`src/rtl/mem_arbiter_if.sv`:
```
// Bus bundle between cpu16 (fetch + data ports), the arbiter and the unified RAM.
// The arbiter takes the slave view; the cpu/RAM environment takes the master view.
interface mem_arbiter_if #(
    parameter int unsigned AWIDTH = 16,
    parameter int unsigned DWIDTH = 16
);
    logic [AWIDTH-1:0] ins_rd_addr;
    logic              ins_rd_req;
    logic [DWIDTH-1:0] ins_rd_data;
    logic              ins_rd_rdy;

    logic [AWIDTH-1:0] dat_rw_addr;
    logic [DWIDTH-1:0] dat_wr_data;
    logic              dat_rd_req;
    logic              dat_wr_req;
    logic [DWIDTH-1:0] dat_rd_data;
    logic              dat_rd_rdy;
    logic              dat_wr_rdy;

    logic [AWIDTH-1:0] mem_addr;
    logic [DWIDTH-1:0] mem_wdata;
    logic              mem_we;
    logic              mem_re;
    logic [DWIDTH-1:0] mem_rdata;

    modport slave (
        input  ins_rd_addr, ins_rd_req,
        output ins_rd_data, ins_rd_rdy,
        input  dat_rw_addr, dat_wr_data, dat_rd_req, dat_wr_req,
        output dat_rd_data, dat_rd_rdy, dat_wr_rdy,
        output mem_addr, mem_wdata, mem_we, mem_re,
        input  mem_rdata
    );

    modport master (
        output ins_rd_addr, ins_rd_req,
        input  ins_rd_data, ins_rd_rdy,
        output dat_rw_addr, dat_wr_data, dat_rd_req, dat_wr_req,
        input  dat_rd_data, dat_rd_rdy, dat_wr_rdy,
        input  mem_addr, mem_wdata, mem_we, mem_re,
        output mem_rdata
    );
endinterface

```
`src/rtl/mem_arbiter.sv`:
```
// Round-robin arbiter sharing one single-port synchronous RAM between the cpu16 fetch port
// and its data read/write port; one transaction in flight at a time.
module mem_arbiter #(
    parameter int unsigned AWIDTH  = 16,
    parameter int unsigned DWIDTH  = 16,
    parameter int unsigned MEM_LAT = 1
) (
    input logic          clk,
    input logic          reset,
    mem_arbiter_if.slave bus_io
);
    localparam logic [3:0] LatInit = 4'(MEM_LAT - 1);

    typedef enum logic [1:0] {StIdle, StAccess, StWait, StResp} state_e;

    state_e            state_q, state_d;
    logic              last_ins_q, last_ins_d;  // 1: previous grant went to the fetch port
    logic              gnt_ins_q, gnt_ins_d;
    logic              gnt_wr_q, gnt_wr_d;
    logic [3:0]        cnt_q, cnt_d;
    logic [AWIDTH-1:0] mem_addr_q, mem_addr_d;
    logic [DWIDTH-1:0] mem_wdata_q, mem_wdata_d;
    logic              mem_re_q, mem_re_d;
    logic              mem_we_q, mem_we_d;
    logic [DWIDTH-1:0] ins_data_q, ins_data_d;
    logic [DWIDTH-1:0] dat_data_q, dat_data_d;
    logic              ins_pend, dat_pend, pick_ins, pick_wr;

    assign ins_pend = bus_io.ins_rd_req;
    assign dat_pend = bus_io.dat_wr_req | bus_io.dat_rd_req;

    always_comb begin
        state_d     = state_q;
        last_ins_d  = last_ins_q;
        gnt_ins_d   = gnt_ins_q;
        gnt_wr_d    = gnt_wr_q;
        cnt_d       = cnt_q;
        mem_addr_d  = mem_addr_q;
        mem_wdata_d = mem_wdata_q;
        mem_re_d    = 1'b0;
        mem_we_d    = 1'b0;
        ins_data_d  = ins_data_q;
        dat_data_d  = dat_data_q;
        pick_ins    = 1'b0;
        pick_wr     = 1'b0;

        case (state_q)
            StIdle: begin
                if (ins_pend || dat_pend) begin
                    // Contention goes to whichever side was not served last.
                    pick_ins    = ins_pend && (!dat_pend || !last_ins_q);
                    pick_wr     = !pick_ins && bus_io.dat_wr_req;
                    gnt_ins_d   = pick_ins;
                    gnt_wr_d    = pick_wr;
                    last_ins_d  = pick_ins;
                    mem_addr_d  = pick_ins ? bus_io.ins_rd_addr : bus_io.dat_rw_addr;
                    mem_wdata_d = bus_io.dat_wr_data;
                    mem_we_d    = pick_wr;
                    mem_re_d    = !pick_wr;
                    state_d     = StAccess;
                end
            end
            StAccess: begin
                if (gnt_wr_q) begin
                    state_d = StResp;
                end else begin
                    cnt_d   = LatInit;
                    state_d = StWait;
                end
            end
            StWait: begin
                if (cnt_q == 4'd0) begin
                    if (gnt_ins_q) begin
                        ins_data_d = bus_io.mem_rdata;
                    end else begin
                        dat_data_d = bus_io.mem_rdata;
                    end
                    state_d = StResp;
                end else begin
                    cnt_d = cnt_q - 4'd1;
                end
            end
            StResp: begin
                state_d = StIdle;
            end
            default: begin
                state_d = StIdle;
            end
        endcase
    end

    always_ff @(posedge clk) begin
        if (reset) begin
            state_q     <= StIdle;
            last_ins_q  <= 1'b0;
            gnt_ins_q   <= 1'b0;
            gnt_wr_q    <= 1'b0;
            cnt_q       <= 4'd0;
            mem_addr_q  <= '0;
            mem_wdata_q <= '0;
            mem_re_q    <= 1'b0;
            mem_we_q    <= 1'b0;
            ins_data_q  <= '0;
            dat_data_q  <= '0;
        end else begin
            state_q     <= state_d;
            last_ins_q  <= last_ins_d;
            gnt_ins_q   <= gnt_ins_d;
            gnt_wr_q    <= gnt_wr_d;
            cnt_q       <= cnt_d;
            mem_addr_q  <= mem_addr_d;
            mem_wdata_q <= mem_wdata_d;
            mem_re_q    <= mem_re_d;
            mem_we_q    <= mem_we_d;
            ins_data_q  <= ins_data_d;
            dat_data_q  <= dat_data_d;
        end
    end

    assign bus_io.mem_addr    = mem_addr_q;
    assign bus_io.mem_wdata   = mem_wdata_q;
    assign bus_io.mem_re      = mem_re_q;
    assign bus_io.mem_we      = mem_we_q;
    assign bus_io.ins_rd_data = ins_data_q;
    assign bus_io.dat_rd_data = dat_data_q;
    assign bus_io.ins_rd_rdy  = (state_q == StResp) && gnt_ins_q;
    assign bus_io.dat_rd_rdy  = (state_q == StResp) && !gnt_ins_q && !gnt_wr_q;
    assign bus_io.dat_wr_rdy  = (state_q == StResp) && gnt_wr_q;
endmodule

```
`src/flat_wrapper.sv`:
```
// flat-port wrapper written by rule: the top's interface ports become plain ports
module mem_arbiter_flat 
#(
    parameter int unsigned AWIDTH  = 16,
    parameter int unsigned DWIDTH  = 16,
    parameter int unsigned MEM_LAT = 1
)
  (clk, reset, bus_io_ins_rd_addr, bus_io_ins_rd_req, bus_io_ins_rd_data, bus_io_ins_rd_rdy, bus_io_dat_rw_addr, bus_io_dat_wr_data, bus_io_dat_rd_req, bus_io_dat_wr_req, bus_io_dat_rd_data, bus_io_dat_rd_rdy, bus_io_dat_wr_rdy, bus_io_mem_addr, bus_io_mem_wdata, bus_io_mem_we, bus_io_mem_re, bus_io_mem_rdata);
  mem_arbiter_if #(.AWIDTH(AWIDTH), .DWIDTH(DWIDTH)) bus_io_i ();
  input logic clk;
  input logic reset;
  input wire logic [$bits(bus_io_i.ins_rd_addr)-1:0] bus_io_ins_rd_addr;
  input wire logic [$bits(bus_io_i.ins_rd_req)-1:0] bus_io_ins_rd_req;
  output wire logic [$bits(bus_io_i.ins_rd_data)-1:0] bus_io_ins_rd_data;
  output wire logic [$bits(bus_io_i.ins_rd_rdy)-1:0] bus_io_ins_rd_rdy;
  input wire logic [$bits(bus_io_i.dat_rw_addr)-1:0] bus_io_dat_rw_addr;
  input wire logic [$bits(bus_io_i.dat_wr_data)-1:0] bus_io_dat_wr_data;
  input wire logic [$bits(bus_io_i.dat_rd_req)-1:0] bus_io_dat_rd_req;
  input wire logic [$bits(bus_io_i.dat_wr_req)-1:0] bus_io_dat_wr_req;
  output wire logic [$bits(bus_io_i.dat_rd_data)-1:0] bus_io_dat_rd_data;
  output wire logic [$bits(bus_io_i.dat_rd_rdy)-1:0] bus_io_dat_rd_rdy;
  output wire logic [$bits(bus_io_i.dat_wr_rdy)-1:0] bus_io_dat_wr_rdy;
  output wire logic [$bits(bus_io_i.mem_addr)-1:0] bus_io_mem_addr;
  output wire logic [$bits(bus_io_i.mem_wdata)-1:0] bus_io_mem_wdata;
  output wire logic [$bits(bus_io_i.mem_we)-1:0] bus_io_mem_we;
  output wire logic [$bits(bus_io_i.mem_re)-1:0] bus_io_mem_re;
  input wire logic [$bits(bus_io_i.mem_rdata)-1:0] bus_io_mem_rdata;
  assign bus_io_i.ins_rd_addr = bus_io_ins_rd_addr;
  assign bus_io_i.ins_rd_req = bus_io_ins_rd_req;
  assign bus_io_ins_rd_data = bus_io_i.ins_rd_data;
  assign bus_io_ins_rd_rdy = bus_io_i.ins_rd_rdy;
  assign bus_io_i.dat_rw_addr = bus_io_dat_rw_addr;
  assign bus_io_i.dat_wr_data = bus_io_dat_wr_data;
  assign bus_io_i.dat_rd_req = bus_io_dat_rd_req;
  assign bus_io_i.dat_wr_req = bus_io_dat_wr_req;
  assign bus_io_dat_rd_data = bus_io_i.dat_rd_data;
  assign bus_io_dat_rd_rdy = bus_io_i.dat_rd_rdy;
  assign bus_io_dat_wr_rdy = bus_io_i.dat_wr_rdy;
  assign bus_io_mem_addr = bus_io_i.mem_addr;
  assign bus_io_mem_wdata = bus_io_i.mem_wdata;
  assign bus_io_mem_we = bus_io_i.mem_we;
  assign bus_io_mem_re = bus_io_i.mem_re;
  assign bus_io_i.mem_rdata = bus_io_mem_rdata;
  mem_arbiter #(.AWIDTH(AWIDTH), .DWIDTH(DWIDTH), .MEM_LAT(MEM_LAT)) u_core (.clk(clk), .reset(reset), .bus_io(bus_io_i));
endmodule
```
`config.mk`:
```
export PLATFORM = sky130hd
export DESIGN_NAME = mem_arbiter_flat
export DESIGN_NICKNAME = d
export VERILOG_FILES = /design/src/rtl/mem_arbiter_if.sv /design/src/rtl/mem_arbiter.sv /design/src/flat_wrapper.sv
export SDC_FILE = /design/constraint.sdc
export NUM_CORES = 1
export LEC_CHECK = 0
export ABC_AREA = 1
export ABC_CLOCK_PERIOD_IN_PS = 1700
export CAP_MARGIN = 40
export CORE_ASPECT_RATIO = 1.4
export CORE_UTILIZATION = 44
export CTS_BUF_LIST = sky130_fd_sc_hd__clkbuf_4
export CTS_CLUSTER_DIAMETER = 50
export DETAILED_ROUTE_END_ITERATION = 10
export GPL_ROUTABILITY_DRIVEN = 0
export PLACE_DENSITY_LB_ADDON = 0.05
export SLEW_MARGIN = 20
export SYNTH_ARGS = -nofsm -noshare
export SYNTH_HDL_FRONTEND = slang
export SYNTH_SLANG_ARGS = --single-unit
```
`constraint.sdc`:
```
create_clock -name clk -period 1.7 [get_ports clk]
set_input_delay 0.34 -clock clk [delete_from_list [all_inputs] [get_ports clk]]
set_output_delay 0.34 -clock clk [all_outputs]
set_load 0.01 [all_outputs]
```
# Yosys cells after proc, flatten, opt, wreduce, memory -nomap -nowiden
# Index checks and enable logic that the tools add are counted.
[op_classes]
add_sub_neg = 1
n_eq_ne = 7
mux = 8
bitwise_logic = 4
reduce_logical = 22
[op_table]
columns = ["op", "n"]
rows = [
  ["2-to-1 mux 16 bit", 1],
  ["AND reduction 3 bit", 3],
  ["2-to-1 mux 4 bit", 2],
  ["one-hot mux 2 bit (4 select lines)", 1],
  ["one-hot mux 4 bit (2 select lines)", 1],
  ["logical AND 1 bit", 6],
  ["zero test 1 bit", 5],
  ["equality test 2 bit, second input constant", 2],
  ["zero test 4 bit", 1],
  ["2-to-1 mux 2 bit", 2],
  ["inequality test 2 x 1 -> 1 bit, second input constant", 2],
  ["inequality test 2 bit, second input constant", 2],
  ["AND reduction 2 bit", 2],
  ["subtractor 4 x 1 -> 4 bit, second input constant", 1],
  ["NOT 1 bit", 3],
  ["OR reduction 3 bit", 1],
  ["equality test 2 x 1 -> 1 bit, second input constant", 1],
  ["zero test 2 bit", 1],
  ["logical OR 1 bit", 2],
  ["nonzero test 2 bit", 1],
  ["2-to-1 mux 1 bit", 1],
  ["bitwise OR 1 bit", 1],
]
[totals]
reg_bits = 74
in_bits = 69
output_inout_bits = 69
wordCells = 52

# Logic depth before layout (Yosys ltp)
# Gate-level depths: netlist (run 1).
[logic_depth]
ltp_word = 7
depth_mapped = 9
mapped_depth_nobuf = 8

# Worst setup path after synthesis (run 1)
# OpenSTA, ideal clock, no wires.
[synth_timing]
kind = "register -> register"
from = "reg u_core.state_q[0]"
to = "reg u_core.mem_addr_q[5], in the netlist u_core.bus_io.mem_addr[5]"
setup_ns = 0.117
t_arrival_ns = 1.289
t_required_ns = 1.583
setup_slack_ns = 0.294
path_stages_with_launch = 10
n_path_buf = 2
period_less_slack_ns = 1.406
cell_sequence = "dfxtp_1 -> inv_1 -> ha_1 -> inv_2 -> a21oi_4 -> buf_6 -> buf_6 -> nand2_1 -> nor2_1 -> nor2_1"
[synth_via]
elab_chain_cells = 2
[synth_rtl]
columns = ["element", "line_no", "source"]
rows = [
  ["start: declaration", "mem_arbiter.sv:16", "state_e state_q, state_d;"],
  ["start signal: assignment", "mem_arbiter.sv:94", "state_q <= StIdle;"],
  ["start signal: assignment", "mem_arbiter.sv:106", "state_q <= state_d;"],
  ["zero test 2 bit", "mem_arbiter.sv:47", "case (state_q)"],
  ["AND reduction 2 bit (no source line)", "n/a", ""],
  ["end signal: assignment", "mem_arbiter.sv:111", "mem_addr_q <= mem_addr_d;"],
  ["end: declaration", "mem_arbiter.sv:21", "logic [AWIDTH-1:0] mem_addr_q, mem_addr_d;"],
]
# No other way between the ends.
# A chain may end at the register's enable or synchronous reset.

# Worst setup path in the final report (run 1)
[layout_timing]
from = "reg u_core.dat_data_q[1], in the netlist u_core.bus_io.dat_rd_data[1]"
to = "out bus_io_dat_rd_data[1]"
[layout_lines]
columns = ["element", "line_no", "source"]
rows = [
  ["start: declaration", "mem_arbiter.sv:26", "logic [DWIDTH-1:0] dat_data_q, dat_data_d;"],
  ["start signal: assignment", "mem_arbiter.sv:116", "dat_data_q <= dat_data_d;"],
  ["end: declaration", "flat_wrapper.sv:20", "output wire logic [$bits(bus_io_i.dat_rd_data)-1:0] bus_io_dat_rd_data;"],
]
# No word-level cell between the ends.

==> flow_summary.ini, run 1 <==
[yosys]
yosysMostFrequentCell = nor2_1
yosysWarningCount = 0
netlist_top_cells_area = dfxtp_1, nor2_1, nand2_1, inv_1, o21ai_0
synth_top_area_share_pct = 44.68
synth_edf_count = 0
synth-simple-area-share_pct = 32.42
synth_fa_ha_area_share_pct = 1.887
synthesis.area_mm2 = 0.003316
synth_mux_area_share_pct = 0
ys_top_cells_by_count = nor2_1, nand2_1, dfxtp_1
yosysUniqueCellTypes = 23
synth_top_flop_cell = dfxtp_1
synth_top_family_by_area = simple AND/OR/NAND/NOR gates
synth_top_area_cell = dfxtp_1
synth_compound_area_share_pct = 11.02
synth_seq_area_share_pct = 44.68
synth-async-reset-ratio_pct = 0
synth_seq_cells = 74
syn_area_per_cell_um2 = 6.794
netlist_instances = 488
yosys.area_share.xor_xnor_pct = 0
synth_fp_nets = 562

[power]
netSwitchingFraction_pct = 38.46
p_seq_share_pct = 37.7
power.internal_mw = 3.992
comb_power_share_pct = 47.7
p_total_mw = 6.487
clockPowerShare_pct = 14.6
leakagePower_nw = 3.001
p_per_area_mw_per_mm2 = 1279
vdd_drop_max_uv = 748.9
p_sw_mw = 2.495

[outcome]
outcome = complete, no violations

[floorplanning]
core_mm2 = 0.007315
row_count = 37
die-area_mm2 = 0.007891
initial_core_util_pct = 45.33
pin_count = 138
fp.dieW_um = 75.37
die_y_um = 104.7

[layout]
final_nets = 698
layout.cells.non_filler = 726
fillers = 663
insertedDiodeCount = 0
area_delta_synth_final_pct = 52.94
design_area_mm2 = 0.005071
layout-drive-gt1-share_pct = 8.267

[routing]
vias_per_cell = 4.634
firstDrtPassIters = 4
drt_wl_total_um = 8225
drtIter0Drc = 114
wl_per_cell_um = 11.33
ant_nets = 0
route.detailed.drc = 0
num_vias = 3364

[sta]
fin_skew_ns = 0.02118
setup-tns-final_ns = 0
setup-violations-final = 0
worstMarginPinSlew_ns = 0.2822
max_freq_mhz = 604.8
finalHoldViolCount = 0
relSlewSlack_pct = 81.19
finalCritPeriodShare_pct = 97.26
slew_violations = 0
grt_setup_unrepaired = yes
min_period_ns = 1.653

[critical_path]
endpoint_kind = primary output
crit_family = buffers and inverters
critPathMaxFanout = 2
cp.arrival_ns = 1.31
critical-path-max-stage-delay_ns = 0.54
cp-startpoint = u_core.bus_io.dat_rd_data[1]$_SDFFE_PP0P_
path_cells = clkdlybuf4s50_1
path_buf_inv = 1
crit_slowest_cell = clkdlybuf4s50_1
worstPathRequired_ns = 1.36
r2r_start = u_core.state_q[0]$_SDFFE_PP0P_
worstSetupStartpointType = flop
worstSetupPathType = reg2out

[clock_network]
clkTransAtPathRegs_ns = 0.13
clock-root-buffer = clkbuf_4
cts.sinks = 74
cts_tree = done
clk_path_buf_depth = 2
htree_num_levels = 3
clock_latency_ns = 0.42
hold_buffers = 0
cts_made_buffers = 9

[grt]
met1_usage_pct = 21.89
grt_pass1_vias = 3220
grt_start_max_net_pins = 39
antenna_found_initial = 0
use_met3_pct = 6.461
busiest_layer = met2
grt_usage_pct = 21.77
grt_use_met2_pct = 38.84
grt.overflow.total = 0
grt_pass1_wl_um = 13360

[placement]
hpwl_um = 5938
port_buffers = 137
place_inst = 708
dpl_cell_area_mm2 = 0.004848

[run]
maxCapViolations = 0

[worst_hold_path]
hold_class = in2reg
hold_start = bus_io_dat_wr_data[14]
## registers in the layout, indices dropped and copies added, names as in the netlist
register and flops:
u_core.cnt_q 4, u_core.bus_io.mem_re 1, u_core.bus_io.ins_rd_data 16, u_core.bus_io.dat_rd_data 16, u_core.bus_io.mem_we 1, u_core.last_ins_q 1, u_core.state_q 2, u_core.bus_io.mem_wdata 16
u_core.bus_io.mem_addr 16, u_core.gnt_wr_q 1
## layout make-up
cell class                      instances  area (µm²)  area share, %
Timing Repair Buffer                  151        1644          32.42
Multi-Input combinational cell        337        1510          29.78
Sequential cell                        74        1484          29.26
Inverter                               51       193.9          3.824
Tap cell                               97       121.4          2.393
Clock buffer                           10       75.07          1.480
Clock inverter                          6       42.54         0.8389
## routing by layer
| metal | up-vias | wire (µm) |
|---|---|---|
| met1 | 1478 | 3294 |
| met5 | - | 0 |
| met2 | 103 | 4120 |
| met4 | 0 | 181 |
| met3 | 15 | 627 |
| li1 | 1768 | - |
## logic make-up after synthesis
logic type	after synthesis
compound gates	60
fa+ha+maj	5
buf+inv	77
flops	74
simple gates	272
## final timing paths
kind | slack (ns) | end | depth (start not counted)
hold reg to reg | 0.51 | u_core.bus_io.ins_rd_data[4]$_SDFFE_PP0P_ | 4
setup / recovery | 0.05 | bus_io_dat_rd_data[1] | 1
setup reg to reg | 0.11 | u_core.bus_io.dat_rd_data[7]$_SDFFE_PP0P_ | 9
hold / removal | 0.49 | u_core.bus_io.mem_wdata[14]$_SDFFE_PP0P_ | 3
## power by group through the flow
stage | clock (mW) | combinational, mW | sequential [mW]
5_1_grt | 1.07 | 3.47 | 2.51
3_5_place_dp | 0 | 3.14 | 2.50
3_3_place_gp | 0 | 3.08 | 2.49
4_1_cts | 0.989 | 3.16 | 2.46
2_1_floorplan | 0 | 1.57 | 2.67
6_report | 0.947 | 3.09 | 2.45
## placed cells by master, fill, tap and decap left out
master	netlist	routed
ha_2	0	2
a21oi_1	5	5
clkbuf_2	2	2
o21ai_0	33	33
a21boi_1	13	14
nand2_2	4	5
o21ai_4	1	1
ha_1	5	3
dlymetal6s2s_1	0	42
nand3_1	26	26
inv_1	46	46
dfxtp_1	74	72
buf_2	12	1
inv_6	0	1
nor2_2	2	2
inv_4	1	1
a21boi_0	4	3
nand3_2	1	1
buf_12	0	7
dlygate4sd2_1	0	8
inv_2	3	4
nand2_1	100	99
o21ai_1	3	3
buf_4	0	7
clkinv_4	0	1
clkinvlp_4	0	2
clkinv_2	0	2
dfxtp_2	0	2
clkbuf_4	0	10
clkdlybuf4s50_1	0	84
nor2_1	139	139
a21oi_4	1	1
## metrics by stage
| step | hold slack, ns | worst slack [ns] | util [%] |
|---|---|---|---|
| 6_report | 0.4902 | 0.04658 | 69.33 |
| 5_1_grt | 0.4783 | -0.03346 | 69.33 |
| 4_1_cts | 0.4564 | 0.0008190 | 67.94 |
| 3_5_place_dp | 0.4990 | 0.01620 | 66.28 |
| 3_3_place_gp | 0.4924 | 0.04142 | 66.28 |
| 2_1_floorplan | 0.4091 | 0.2942 | - |
## what timing repair did
item,4_1_cts,5_1_grt
buffers inserted,2,0
pin swaps,0,1
setup endpoints to repair,11,67
resized for setup,18,48
Power figures use the tool's default switching activity.
==> inputs of run 2 (changes only) <==
GPL_TIMING_DRIVEN = 0   (was unset)
SLEW_MARGIN = unset   (was 20)
==> flow_summary.ini, run 2 (same netlist as run 1, synthesis figures left out) <==
[clock_network]
cts.sinks = 74
cts_made_buffers = 9
clkTransAtPathRegs_ns = 0.15
cts_tree = done
clock-root-buffer = clkbuf_4
hold_buffers = 0
htree_num_levels = 3
clock_latency_ns = 0.43
clk_path_buf_depth = 2

[sta]
setup-tns-final_ns = 0
fin_skew_ns = 0.02636
finalHoldViolCount = 0
min_period_ns = 1.644
setup-violations-final = 0
max_freq_mhz = 608.3
worstMarginPinSlew_ns = 0.5070
slew_violations = 0
finalCritPeriodShare_pct = 96.69
relSlewSlack_pct = 66.20

[routing]
firstDrtPassIters = 5
wl_per_cell_um = 12.32
drt_wl_total_um = 9144
ant_nets = 0
num_vias = 3487
vias_per_cell = 4.699
drtIter0Drc = 130
route.detailed.drc = 0

[layout]
insertedDiodeCount = 0
layout_common_cells = nor2_1, nand2_1, clkdlybuf4s50_1
regArea_mm2 = 0.001488
layout-drive-gt1-share_pct = 9.922
area_delta_synth_final_pct = 55.13
multi_input_area_mm2 = 0.001529
layout.cells.non_filler = 742
final_common_cell = nor2_1
final_nets = 714
fillers = 656

[grt]
grt_start_max_net_pins = 16
antenna_found_initial = 0
grt_usage_pct = 23.76
grt_pass1_vias = 3268
grt_pass1_wl_um = 14440
grt.overflow.total = 0

[power]
p_per_area_mw_per_mm2 = 1323
leakagePower_nw = 3.222
vdd_drop_max_uv = 744.6
p_total_mw = 6.808

[critical_path]
crit_slowest_cell = clkdlybuf4s50_1
endpoint_kind = primary output
ff2ff_setup_slack_ns = 0.10
cp.arrival_ns = 1.30
r2r_start = u_core.state_q[0]$_SDFFE_PP0P_
worstSetupPathType = reg2out
worstPathRequired_ns = 1.36
worstSetupStartpointType = flop
path_buf_inv = 1
timing.rr.end = u_core.bus_io.dat_rd_data[15]$_SDFFE_PP0P_
reg2reg_depth = 9
crit_family = buffers and inverters
critPathMaxFanout = 2
path_cells = clkdlybuf4s50_1
critical-path-max-stage-delay_ns = 0.54

[placement]
place_inst = 721
hpwl_um = 6725
port_buffers = 136

[run]
maxCapViolations = 0

[floorplanning]
pin_count = 138
die_y_um = 104.7
row_count = 37
initial_core_util_pct = 45.33
fp.dieW_um = 75.37
die-area_mm2 = 0.007891
core_mm2 = 0.007315

[outcome]
outcome = complete, no violations

[worst_hold_path]
hold_start = bus_io_ins_rd_req
min_to = u_core.bus_io.mem_re$_SDFF_PP0_
hold_depth = 3
hold_class = in2reg
run 2: cell count changes in the layout (fill, tap and decap cells not counted), sizes merged:
| cell | before | now |
|---|---|---|
| dlygate4sd2 | 8 | 2 |
| clkinv | 3 | 1 |
| buf | 15 | 20 |
| bufinv | 0 | 1 |
| clkdlybuf4s50 | 84 | 75 |
| clkbuf | 12 | 23 |
| dlymetal6s2s | 42 | 56 |
| inv | 52 | 54 |
run 2: area by class of cell:
cell class	instances	area share [%]
Buffer	26	2.724
Clock buffer	9	1.314
Inverter	51	3.770
Tap cell	97	2.360
Multi-Input combinational cell	337	29.73
Clock inverter	7	1.605
Timing Repair Buffer	141	29.58
Sequential cell	74	28.92
run 2: stage by stage:
step	hold slack [ns]	utilization, %	area, µm²	setup WS, ns
after floorplan	0.4091	-	3316	0.2942
after global placement	0.4900	65.60	4798	-0.1022
after detailed placement	0.4980	65.60	4798	-0.1161
after CTS	0.1931	68.00	4974	0.0003704
after global routing	0.1833	70.32	5144	-0.02312
final	0.2083	70.32	5144	0.05619
run 2: how the worst max path moves through the flow:
stage | start | end | cells past startpoint
final | u_core.bus_io.dat_rd_data[15]$_SDFFE_PP0P_ | bus_io_dat_rd_data[15] | 1
after global routing | u_core.state_q[0]$_SDFFE_PP0P_ | u_core.bus_io.dat_rd_data[0]$_SDFFE_PP0P_ | 10
after CTS | u_core.state_q[0]$_SDFFE_PP0P_ | u_core.bus_io.mem_addr[6]$_SDFFE_PP0P_ | 10
after detailed placement | bus_io_dat_wr_req | u_core.bus_io.mem_addr[6]$_SDFFE_PP0P_ | 8
after global placement | bus_io_dat_wr_req | u_core.bus_io.mem_addr[6]$_SDFFE_PP0P_ | 8
after floorplan | u_core.state_q[0]$_SDFFE_PP0P_ | u_core.bus_io.mem_addr[5]$_SDFFE_PP0P_ | 9
run 2: report_power, final:
part           internal (mW)  total (mW)  switching [mW]
Combinational           1.48        3.17            1.69
Sequential              2.22        2.47           0.252
Clock                  0.473        1.17           0.696
Total                   4.17        6.81            2.64
run 2: metal layers:
metal	routed length, µm	global-route usage (%)	vias to the layer above
li1	-	-	1802
met1	3637	25.68	1558
met2	4744	42.22	111
met3	590	7.136	16
met4	172	8.333	0
met5	0	0	-
run 2: repair_timing:
item	CTS	global route
pin swaps	0	1
gates resized for setup	15	67
hold endpoints to repair	0	0
setup endpoints to repair	5	112
setup buffers	3	2
